### config.mk
export PLATFORM = sky130hd
export DESIGN_NAME = trig_id_tx
export DESIGN_NICKNAME = d
export VERILOG_FILES = /design/src/rtl/trig_pkg.sv /design/src/rtl/trig_id_tx_serializer.sv /design/src/rtl/trig_id_tx.sv
export SDC_FILE = /design/constraint.sdc
export NUM_CORES = 1
export LEC_CHECK = 0
export ABC_CLOCK_PERIOD_IN_PS = 5600
export BUFFER_PORTS_ARGS = -buffer_cell sky130_fd_sc_hd__buf_2
export CORE_UTILIZATION = 55
export CTS_BUF_LIST = sky130_fd_sc_hd__clkbuf_2
export DETAILED_ROUTE_END_ITERATION = 10
export HOLD_SLACK_MARGIN = 0.1
export MAX_ROUTING_LAYER = met4
export PLACE_DENSITY = 0.77
export SLEW_MARGIN = 20
export SYNTH_ARGS = -nofsm -noshare
export SYNTH_HDL_FRONTEND = slang
export SYNTH_HIERARCHICAL = 1
export SYNTH_SLANG_ARGS = --single-unit
### constraint.sdc
create_clock -name clk_in -period 5.6 [get_ports clk_in]
set_input_delay 0.56 -clock clk_in [delete_from_list [all_inputs] [get_ports clk_in]]
set_output_delay 0.56 -clock clk_in [all_outputs]
set_load 0.01 [all_outputs]
### src/rtl/trig_pkg.sv
// Shared types and helpers for the trigger/trigger-ID link transmitter.
package trig_pkg;

  typedef enum logic [2:0] {
    IDLE   = 3'd0,
    TRIG   = 3'd1,
    SHIFT  = 3'd2,
    PARITY = 3'd3,
    HOLD   = 3'd4
  } trig_state_t;

  localparam int TRIG_ID_WIDTH_DEFAULT = 16;
  localparam int DROP_CNT_WIDTH        = 16;
  localparam int PARITY_MAX_WIDTH      = 64;

  // Even parity: the returned bit makes the total count of ones even.
  function automatic logic even_parity(input logic [PARITY_MAX_WIDTH-1:0] value);
    return ^value;
  endfunction

endpackage

### src/rtl/trig_id_tx_serializer.sv
// trig_id_serializer: parallel-load, MSB-first shift register with a bit counter.
// last_bit is high once every loaded bit has been presented on msb.
module trig_id_serializer #(
  parameter int WIDTH = 16
) (
  input  logic             clk_in,
  input  logic             reset,
  input  logic             load,
  input  logic [WIDTH-1:0] load_value,
  input  logic             shift,
  output logic             msb,
  output logic             last_bit
);
  localparam int CW = $clog2(WIDTH + 1);

  logic [WIDTH-1:0] shreg;
  logic [CW-1:0]    remaining;

  always_ff @(posedge clk_in) begin
    if (reset) begin
      shreg     <= '0;
      remaining <= '0;
    end else if (load) begin
      shreg     <= load_value;
      remaining <= CW'(WIDTH);
    end else if (shift) begin
      shreg     <= shreg << 1;
      remaining <= remaining - CW'(1);
    end
  end

  assign msb      = shreg[WIDTH-1];
  assign last_bit = (remaining == '0);

endmodule

### src/rtl/trig_id_tx.sv
// trig_id_tx: trigger pulse plus MSB-first serial trigger ID on the 40 MHz link.
// Define TRIG_ID_PARITY_EN to append an even-parity bit after the ID.
//
// state  | meaning
// IDLE   | waiting for an unvetoed trig_req
// TRIG   | trig_out high for TRIG_WIDTH cycles
// SHIFT  | ID bits on trig_id_out, MSB first
// PARITY | even-parity bit of the transmitted ID
// HOLD   | quiet gap before the next request can be accepted
module trig_id_tx
  import trig_pkg::*;
#(
  parameter int ID_WIDTH   = TRIG_ID_WIDTH_DEFAULT,
  parameter int TRIG_WIDTH = 2,
  parameter int HOLDOFF    = 4
) (
  input  logic                      clk_in,
  input  logic                      reset,
  input  logic                      trig_req,
  input  logic                      veto_in,
  input  logic                      id_load,
  input  logic [ID_WIDTH-1:0]       id_load_value,
  output logic                      trig_out,
  output logic                      trig_id_out,
  output logic                      veto_out,
  output logic                      busy,
  output logic [ID_WIDTH-1:0]       tx_id,
  output logic                      tx_done,
  output logic [DROP_CNT_WIDTH-1:0] dropped_count
);
  localparam int TCW = (TRIG_WIDTH > 1) ? $clog2(TRIG_WIDTH) : 1;
  localparam int HCW = (HOLDOFF > 2) ? $clog2(HOLDOFF - 1) : 1;
  localparam logic [TCW-1:0] TRIG_INIT = TCW'(TRIG_WIDTH - 1);
  // The IDLE cycle itself is the last holdoff cycle, so HOLD shows HOLDOFF-1 cycles.
  localparam logic [HCW-1:0] HOLD_INIT = HCW'((HOLDOFF > 1) ? HOLDOFF - 2 : 0);

  trig_state_t       state;
  logic [TCW-1:0]    trig_cnt;
  logic [HCW-1:0]    hold_cnt;
  logic [ID_WIDTH-1:0] id_cnt;
  logic [ID_WIDTH-1:0] tx_value;
  logic              accept;
  logic              drop;
  logic              ser_shift;
  logic              ser_msb;
  logic              ser_last;

  assign accept    = (state == IDLE) && trig_req && !veto_in;
  assign drop      = trig_req && !accept;
  assign tx_value  = id_load ? id_load_value : id_cnt;
  assign ser_shift = ((state == TRIG) && (trig_cnt == '0)) ||
                     ((state == SHIFT) && !ser_last);
  assign busy      = veto_out;

  trig_id_serializer #(
    .WIDTH(ID_WIDTH)
  ) u_ser (
    .clk_in    (clk_in),
    .reset     (reset),
    .load      (accept),
    .load_value(tx_value),
    .shift     (ser_shift),
    .msb       (ser_msb),
    .last_bit  (ser_last)
  );

  always_ff @(posedge clk_in) begin
    if (reset) begin
      state         <= IDLE;
      trig_cnt      <= '0;
      hold_cnt      <= '0;
      id_cnt        <= '0;
      tx_id         <= '0;
      trig_out      <= 1'b0;
      trig_id_out   <= 1'b0;
      veto_out      <= 1'b0;
      tx_done       <= 1'b0;
      dropped_count <= '0;
    end else begin
      tx_done <= 1'b0;

      if (id_load)
        id_cnt <= accept ? id_load_value + ID_WIDTH'(1) : id_load_value;
      else if (accept)
        id_cnt <= id_cnt + ID_WIDTH'(1);

      if (drop && (dropped_count != '1))
        dropped_count <= dropped_count + DROP_CNT_WIDTH'(1);

      case (state)
        IDLE: begin
          if (accept) begin
            state       <= TRIG;
            tx_id       <= tx_value;
            trig_cnt    <= TRIG_INIT;
            trig_out    <= 1'b1;
            trig_id_out <= 1'b0;
            veto_out    <= 1'b1;
          end
        end

        TRIG: begin
          if (trig_cnt == '0) begin
            state       <= SHIFT;
            trig_out    <= 1'b0;
            trig_id_out <= ser_msb;
          end else begin
            trig_cnt <= trig_cnt - TCW'(1);
          end
        end

        SHIFT: begin
          if (!ser_last) begin
            trig_id_out <= ser_msb;
          end else begin
`ifdef TRIG_ID_PARITY_EN
            state       <= PARITY;
            trig_id_out <= even_parity(PARITY_MAX_WIDTH'(tx_id));
`else
            trig_id_out <= 1'b0;
            tx_done     <= 1'b1;
            if (HOLDOFF > 1) begin
              state    <= HOLD;
              hold_cnt <= HOLD_INIT;
            end else begin
              state    <= IDLE;
              veto_out <= 1'b0;
            end
`endif
          end
        end

`ifdef TRIG_ID_PARITY_EN
        PARITY: begin
          trig_id_out <= 1'b0;
          tx_done     <= 1'b1;
          if (HOLDOFF > 1) begin
            state    <= HOLD;
            hold_cnt <= HOLD_INIT;
          end else begin
            state    <= IDLE;
            veto_out <= 1'b0;
          end
        end
`endif

        HOLD: begin
          if (hold_cnt == '0) begin
            state    <= IDLE;
            veto_out <= 1'b0;
          end else begin
            hold_cnt <= hold_cnt - HCW'(1);
          end
        end

        default: begin
          state       <= IDLE;
          trig_out    <= 1'b0;
          trig_id_out <= 1'b0;
          veto_out    <= 1'b0;
        end
      endcase
    end
  end

endmodule
==> results of run 1 <==
-- layer usage --
layer  vias to the layer above  wire length, um
met1                      1656             4270
met4                         0              201
met2                        85             4230
met5                         -                0
li1                       1834                -
met3                        17              353
-- metrics by stage --
step	hold slack (ns)	utilization [%]
floorplan	0.440	-
global placement	0.455	60.8
detailed placement	0.464	60.8
CTS	0.292	63.0
global route	0.307	63.0
finish	0.327	63.0
-- sequential cells by signal (all words and copies together), names as in the netlist --
signal,count
trig_id_out,1
tx_id,16
tx_done,1
hold_cnt,2
state,3
dropped_count,16
trig_cnt,1
u_ser/shreg,16
trig_out,1
busy,1
u_ser/remaining,5
id_cnt,16
-- worst min-delay path: stages --
cell,delay [ns]
buf_2,0.11
xnor2_1,0.11
a211oi_1,0.06
-- cell families after synthesis --
logic type	Yosys count	synth area share (%)
and+or+nand+nor	232	27.1
DFF	79	38.5
AOI/OAI and AO/OA	66	10.4
buffers and inverters	46	4.81
xor gates and xnor gates	42	8.95
muxes	31	8.71
adders and majority gates	5	1.52
-- area by class of cell --
cell class	count	area share, %
timing repair buffer	60	6.74
multi-input combinational	376	51.0
clock buffer	9	0.986
tap	99	2.71
inverter	18	1.48
clock inverter	7	2.47
sequential	79	34.6
-- worst max-delay path by stage --
stage,from,to,slack [ns]
5_1_grt,state[1]$_SDFFE_PP0P_,u_ser/shreg[4]$_SDFFE_PP0P_,2.61
4_1_cts,state[1]$_SDFFE_PP0P_,u_ser/shreg[2]$_SDFFE_PP0P_,3.00
3_3_place_gp,trig_req,u_ser/shreg[12]$_SDFFE_PP0P_,2.89
3_5_place_dp,trig_req,u_ser/shreg[2]$_SDFFE_PP0P_,2.82
2_1_floorplan,u_ser/remaining[0]$_SDFFE_PP0P_,u_ser/shreg[10]$_SDFFE_PP0P_,3.26
6_report,state[1]$_SDFFE_PP0P_,u_ser/shreg[4]$_SDFFE_PP0P_,2.97
-- cells in the final DEF (no fill, tap or decap), drive strengths merged, types with 5 or more instances in the layout --
| master | n |
|---|---|
| nor2 | 79 |
| buf | 60 |
| nand2 | 51 |
| mux2 | 28 |
| ha | 5 |
| nand4 | 11 |
| xor2 | 11 |
| o21ai | 7 |
| a211oi | 16 |
| nand3 | 14 |
| dfxtp | 79 |
| clkbuf | 9 |
| nor3 | 38 |
| inv | 20 |
| a21oi | 23 |
| xnor2 | 31 |
| nor4 | 12 |
-- power groups by stage --
stage / Sequential, mW / Combinational (mW) / Clock (mW)
finish: 0.630 / 0.204 / 0.385
global route: 0.635 / 0.230 / 0.412
CTS: 0.630 / 0.204 / 0.391
detailed placement: 0.641 / 0.203 / 0
global placement: 0.639 / 0.198 / 0
floorplan: 0.638 / 0.150 / 0
==> flow_summary.yaml, run 1 <==
outcome:
  status: "finished clean"
setup_path:
  end_kind: "flip-flop"
  crit_chain: "nor3_1 -> nand2_1 -> inv_1 -> buf_4 -> inv_1 -> nand2_1 -> a21oi_1"
  cp-start-kind: "flip-flop"
  slowest_delay_ns: 0.63
  critPathTopFamily: "buffers and inverters"
  critPathMaxFanout: 27
  critPathSlowestCell: "dfxtp_1"
  worst-path-buf-inv: 3
  worstSetupPathType: "reg2reg"
  ff2ff_setup_slack_ns: 2.97
  worstPathRequired_ns: 6.08
  arrival_ns: 3.11
  rr_startpoint: "state[1]$_SDFFE_PP0P_"
  r2r-end: "u_ser/shreg[4]$_SDFFE_PP0P_"
  rr_worst_depth: 7
  cp_num_cells: 7
floorplanning:
  die_area_mm2: 0.00782
  die_y_um: 88.4
  placementRows: 31
  die_w_um: 88.4
  io-pin-count: 58
  start_util_pct: 56.6
  coreArea_mm2: 0.00725
clock_network:
  cts_tree: "yes"
  cts_setup_buffers: 0
  clock-sinks: 79
  clock_latency_ns: 0.54
  h-tree-depth: 3
  cts_resized: 0
  hold_buffers: 0
  path_clk_slew_ns: 0.25
  clock_path_buffers: 2
  cts_made_buffers: 9
  cts_root_buffer: "clkbuf_2"
synthesis:
  ys_ff_latch: 79
  synth_common_cells: "79 x dfxtp_1, 79 x nor2_1, 50 x nand2_1"
  syn-cell-area_mm2: 0.00411
  syn_nets: 527
  synth_flop_cell: "dfxtp_1"
  ys_types: 50
  yosysWarnings: 6
  synth_top_area_cell: "dfxtp_1"
  synth_edf_count: 0
  avgSynthCellArea_um2: 8.20
  synth_area_leaders: "dfxtp_1 38%, mux2_2 7.7%, nor2_1 7.2%, xnor2_1 6.6%, nand2_1 4.6%"
  synthArstFlopShare_pct: 0
  synth_top_area_share_pct: 38.5
  seq_area_frac_synth_pct: 38.5
  syn_inst: 501
timing:
  setup_ws_ns: 2.97
  worst_pin_slew_ns: 0.862
  tns_ns: 0
  fin_worst_skew_ns: 0.0426
  fmax_mhz: 381
  post-route-period-util_pct: 46.9
  slew_viol_final: 0
  relSlewSlack_pct: 42.1
  hold_violations: 0
  fin_crit_ns: 2.63
  setup_viol: 0
  rsz0062_at_grt: "false"
drt:
  first_pass_iters: 5
  ant_nets: 0
  routed_wl_mm: 9.06
  num_vias: 3592
  wl_per_cell_um: 14.0
  drt_iter0_markers: 269
  viasPerCell: 5.54
  drc: 0
finish:
  multiInputGateArea_mm2: 0.00233
  fin_nets: 570
  finalNonFillerCells: 648
  final_area_mm2: 0.00457
  drive_gt1_share_pct: 20.4
  regArea_mm2: 0.00158
  area_growth_pct: 11.2
  n_fill_cell: 658
  n_antenna_cell: 0
pwr:
  p_leak_nw: 1.76
  pwr-share-seq_pct: 51.7
  powerDensity_mw_per_mm2: 267
  switching_share_pct: 30.7
  power.share.clock_pct: 31.6
  combPwrFrac_pct: 16.8
  p_int_mw: 0.844
  ir_drop_v: 0.000141
  power.switching_mw: 0.375
  total_power_mw: 1.22
placement:
  place_inst: 632
  post_dp_cell_area_mm2: 0.00441
  hpwl_mm: 6.50
  numPortBuffers: 57
  dp_slack_ns: 2.82
  gp_congestion: 0.882
global_routing:
  grt_pass1_wl_mm: 14.7
  top_usage_layer: "met2"
  grt_max_degree: 40
  first_global_vias: 3102
  grtUsageMet3_pct: 4.01
  grt_use_met2_pct: 39.4
  antenna_found_initial: 0
  grtUsageMet1_pct: 32.1
  grt-ovfl-total: 0
  grt_util_all_layers_pct: 25.2
run:
  max_cap_viol_count: 0
worst_hold_path:
  min_to: "id_cnt[12]$_SDFFE_PP0P_"
  worstHoldPathType: "in2reg"
  min_from: "id_load_value[12]"
  whs_path_depth: 3
(Power assumes the default switching activity.)
==> run 2: changes to the inputs <==
- ABC_CLOCK_PERIOD_IN_PS: 5600 -> 2500
- clock period: 5.6 -> 2.5 ns (I/O delays scaled with it)
==> run 2 against run 1 <==
Effect of this change:
- routed wire length increased by 6.4%
- design area increased by 5.4%
- sequential power increased by 120%
- worst hold slack got worse by 0.16 ns
- core utilization increased by 3.4 points
- maximum frequency increased by 12%
- non-clock buffer count increased by 30
- setup slack got worse by 2.8 ns
- via count increased by 5.8%
- clock skew decreased by 0.015 ns
==> flow_summary.yaml, run 2 (synthesized netlist as in run 1, its figures left out) <==
outcome:
  status: "finished clean"
pwr:
  power.share.clock_pct: 28.5
  powerDensity_mw_per_mm2: 558
  ir_drop_v: 0.000260
  p_int_mw: 1.83
  total_power_mw: 2.69
  power.switching_mw: 0.856
  switching_share_pct: 31.8
  pwr-share-seq_pct: 52.2
  p_leak_nw: 1.89
  combPwrFrac_pct: 19.3
floorplanning:
  die_area_mm2: 0.00782
  start_util_pct: 56.6
  io-pin-count: 58
  coreArea_mm2: 0.00725
  placementRows: 31
  die_y_um: 88.4
  die_w_um: 88.4
drt:
  num_vias: 3801
  drc: 0
  ant_nets: 0
  wl_per_cell_um: 14.2
  first_pass_iters: 4
  drt_iter0_markers: 148
  routed_wl_mm: 9.64
  viasPerCell: 5.61
setup_path:
  cp-start-kind: "flip-flop"
  ff2ff_setup_slack_ns: 0.15
  critPathSlowestCell: "or3b_2"
  critPathMaxFanout: 16
  critPathTopFamily: "simple AND/OR/NAND/NOR gates"
  end_kind: "flip-flop"
  crit_chain: "inv_1 -> ha_1 -> nor4b_1 -> or3b_2 -> o21ai_0 -> nor2b_2 -> buf_4 -> mux2_2 -> nand2_1 -> a21oi_1"
  worstSetupPathType: "reg2reg"
  r2r-end: "u_ser/shreg[12]$_SDFFE_PP0P_"
  slowest_delay_ns: 0.46
  cp-endpoint: "u_ser/shreg[12]$_SDFFE_PP0P_"
  arrival_ns: 2.80
  worst-path-buf-inv: 2
  cp_num_cells: 10
  worstSetupStartpoint: "u_ser/remaining[0]$_SDFFE_PP0P_"
  rr_startpoint: "u_ser/remaining[0]$_SDFFE_PP0P_"
  rr_worst_depth: 10
  worstPathRequired_ns: 2.96
timing:
  worst_pin_slew_ns: 0.520
  post-route-period-util_pct: 93.8
  rsz0062_at_grt: "false"
  hold_violations: 0
  setup_viol: 0
  timing.hold.ws_ns: 0.165
  slew_viol_final: 0
  fin_crit_ns: 2.35
  tns_ns: 0
  fin_worst_skew_ns: 0.0280
  relSlewSlack_pct: 64.4
  fmax_mhz: 426
clock_network:
  cts_tree: "yes"
  cts_setup_buffers: 0
  cts_made_buffers: 9
  path_clk_slew_ns: 0.24
  cts_root_buffer: "clkbuf_2"
  clock_path_buffers: 2
  clock-sinks: 79
  h-tree-depth: 3
  clock_latency_ns: 0.56
global_routing:
  antenna_found_initial: 0
  grt_util_all_layers_pct: 27.1
  first_global_vias: 3542
  grt_max_degree: 29
  grt_pass1_wl_mm: 15.9
  grt-ovfl-total: 0
finish:
  drive_gt1_share_pct: 22.3
  final_cell_mix: "79 x nor2_1, 77 x dfxtp_1, 57 x buf_2"
  finalNonFillerCells: 678
  final_common_cell: "nor2_1"
  n_antenna_cell: 0
  fin_nets: 600
  final_area_mm2: 0.00482
  area_growth_pct: 17.2
placement:
  gp_congestion: 0.880
  hpwl_mm: 6.71
  numPortBuffers: 57
  post_dp_cell_area_mm2: 0.00452
  place_inst: 646
run:
  max_cap_viol_count: 0
worst_hold_path:
  worstHoldPathType: "in2reg"
run 2: changes by cell type in the layout (fill, tap and decap cells not counted), sizes merged:
| cell | change |
|---|---|
| dlygate4sd3 | +16 |
| buf | +14 |
| clkinv | +2 |
| bufinv | -1 |
| clkinvlp | -1 |
run 2: per-stage QoR:
stage / worst slack, ns / util, %
6_report: 0.155 / 66.4
5_1_grt: 0.00768 / 66.4
4_1_cts: 0.111 / 66.3
3_5_place_dp: 0.151 / 62.3
3_3_place_gp: 0.218 / 62.3
2_1_floorplan: 0.158 / -
run 2: routing by layer:
| layer | up-vias | wire length, um | GRT usage [%] | share of wire, % |
|---|---|---|---|---|
| met5 | - | 0 | - | 0 |
| met4 | 0 | 317 | 15.0 | 3.3 |
| met3 | 21 | 408 | 4.94 | 4.2 |
| met2 | 98 | 4570 | 42.7 | 47 |
| met1 | 1786 | 4340 | 32.7 | 45 |
| li1 | 1896 | - | - | - |
run 2: worst reg2reg max path: cells and delay by family (launching register included):
kind / cells / cell delay (ns)
and+or+nand+nor: 4 / 0.87
DFF: 1 / 0.38
muxes: 1 / 0.37
buffers and inverters: 2 / 0.28
adders and majority gates: 1 / 0.20
AOI/OAI and AO/OA: 2 / 0.17
run 2: power by group through the flow:
stage / Sequential (mW) / Combinational, mW / Clock (mW)
global placement: 1.42 / 0.480 / 0
detailed placement: 1.43 / 0.493 / 0
finish: 1.40 / 0.518 / 0.767
CTS: 1.40 / 0.515 / 0.789
floorplan: 1.43 / 0.336 / 0
global route: 1.42 / 0.577 / 0.843
run 2: final cells by class:
| class | count | area (um2) |
|---|---|---|
| Tap cell | 99 | 124 |
| Fill cell | 644 | 2440 |
| Timing Repair Buffer | 90 | 573 |
| Sequential cell | 79 | 1580 |
| Clock inverter | 7 | 90.1 |
| Clock buffer | 9 | 45.0 |
| Multi-Input combinational cell | 376 | 2330 |
| Inverter | 18 | 67.6 |
run 2: how the worst min path moves through the flow:
stage / startpoint / endpoint / slack, ns / cells past startpoint
CTS: id_load_value[1] / id_cnt[1]$_SDFFE_PP0P_ / 0.14 / 3
finish: id_load_value[1] / id_cnt[1]$_SDFFE_PP0P_ / 0.16 / 3
detailed placement: trig_out$_SDFFE_PP0P_ / trig_out$_SDFFE_PP0P_ / 0.47 / 2
global placement: hold_cnt[1]$_SDFFE_PP0P_ / hold_cnt[1]$_SDFFE_PP0P_ / 0.45 / 2
floorplan: reset / u_ser/remaining[1]$_SDFFE_PP0P_ / 0.34 / 1
global route: id_load_value[1] / id_cnt[1]$_SDFFE_PP0P_ / 0.14 / 3
run 2: repair_timing:
action | 4_1_cts | 5_1_grt
endpoints found under the hold margin | 21 | 0
endpoints found under the setup margin | 0 | 5
hold buffers | 16 | 0
gates resized for setup | 0 | 3
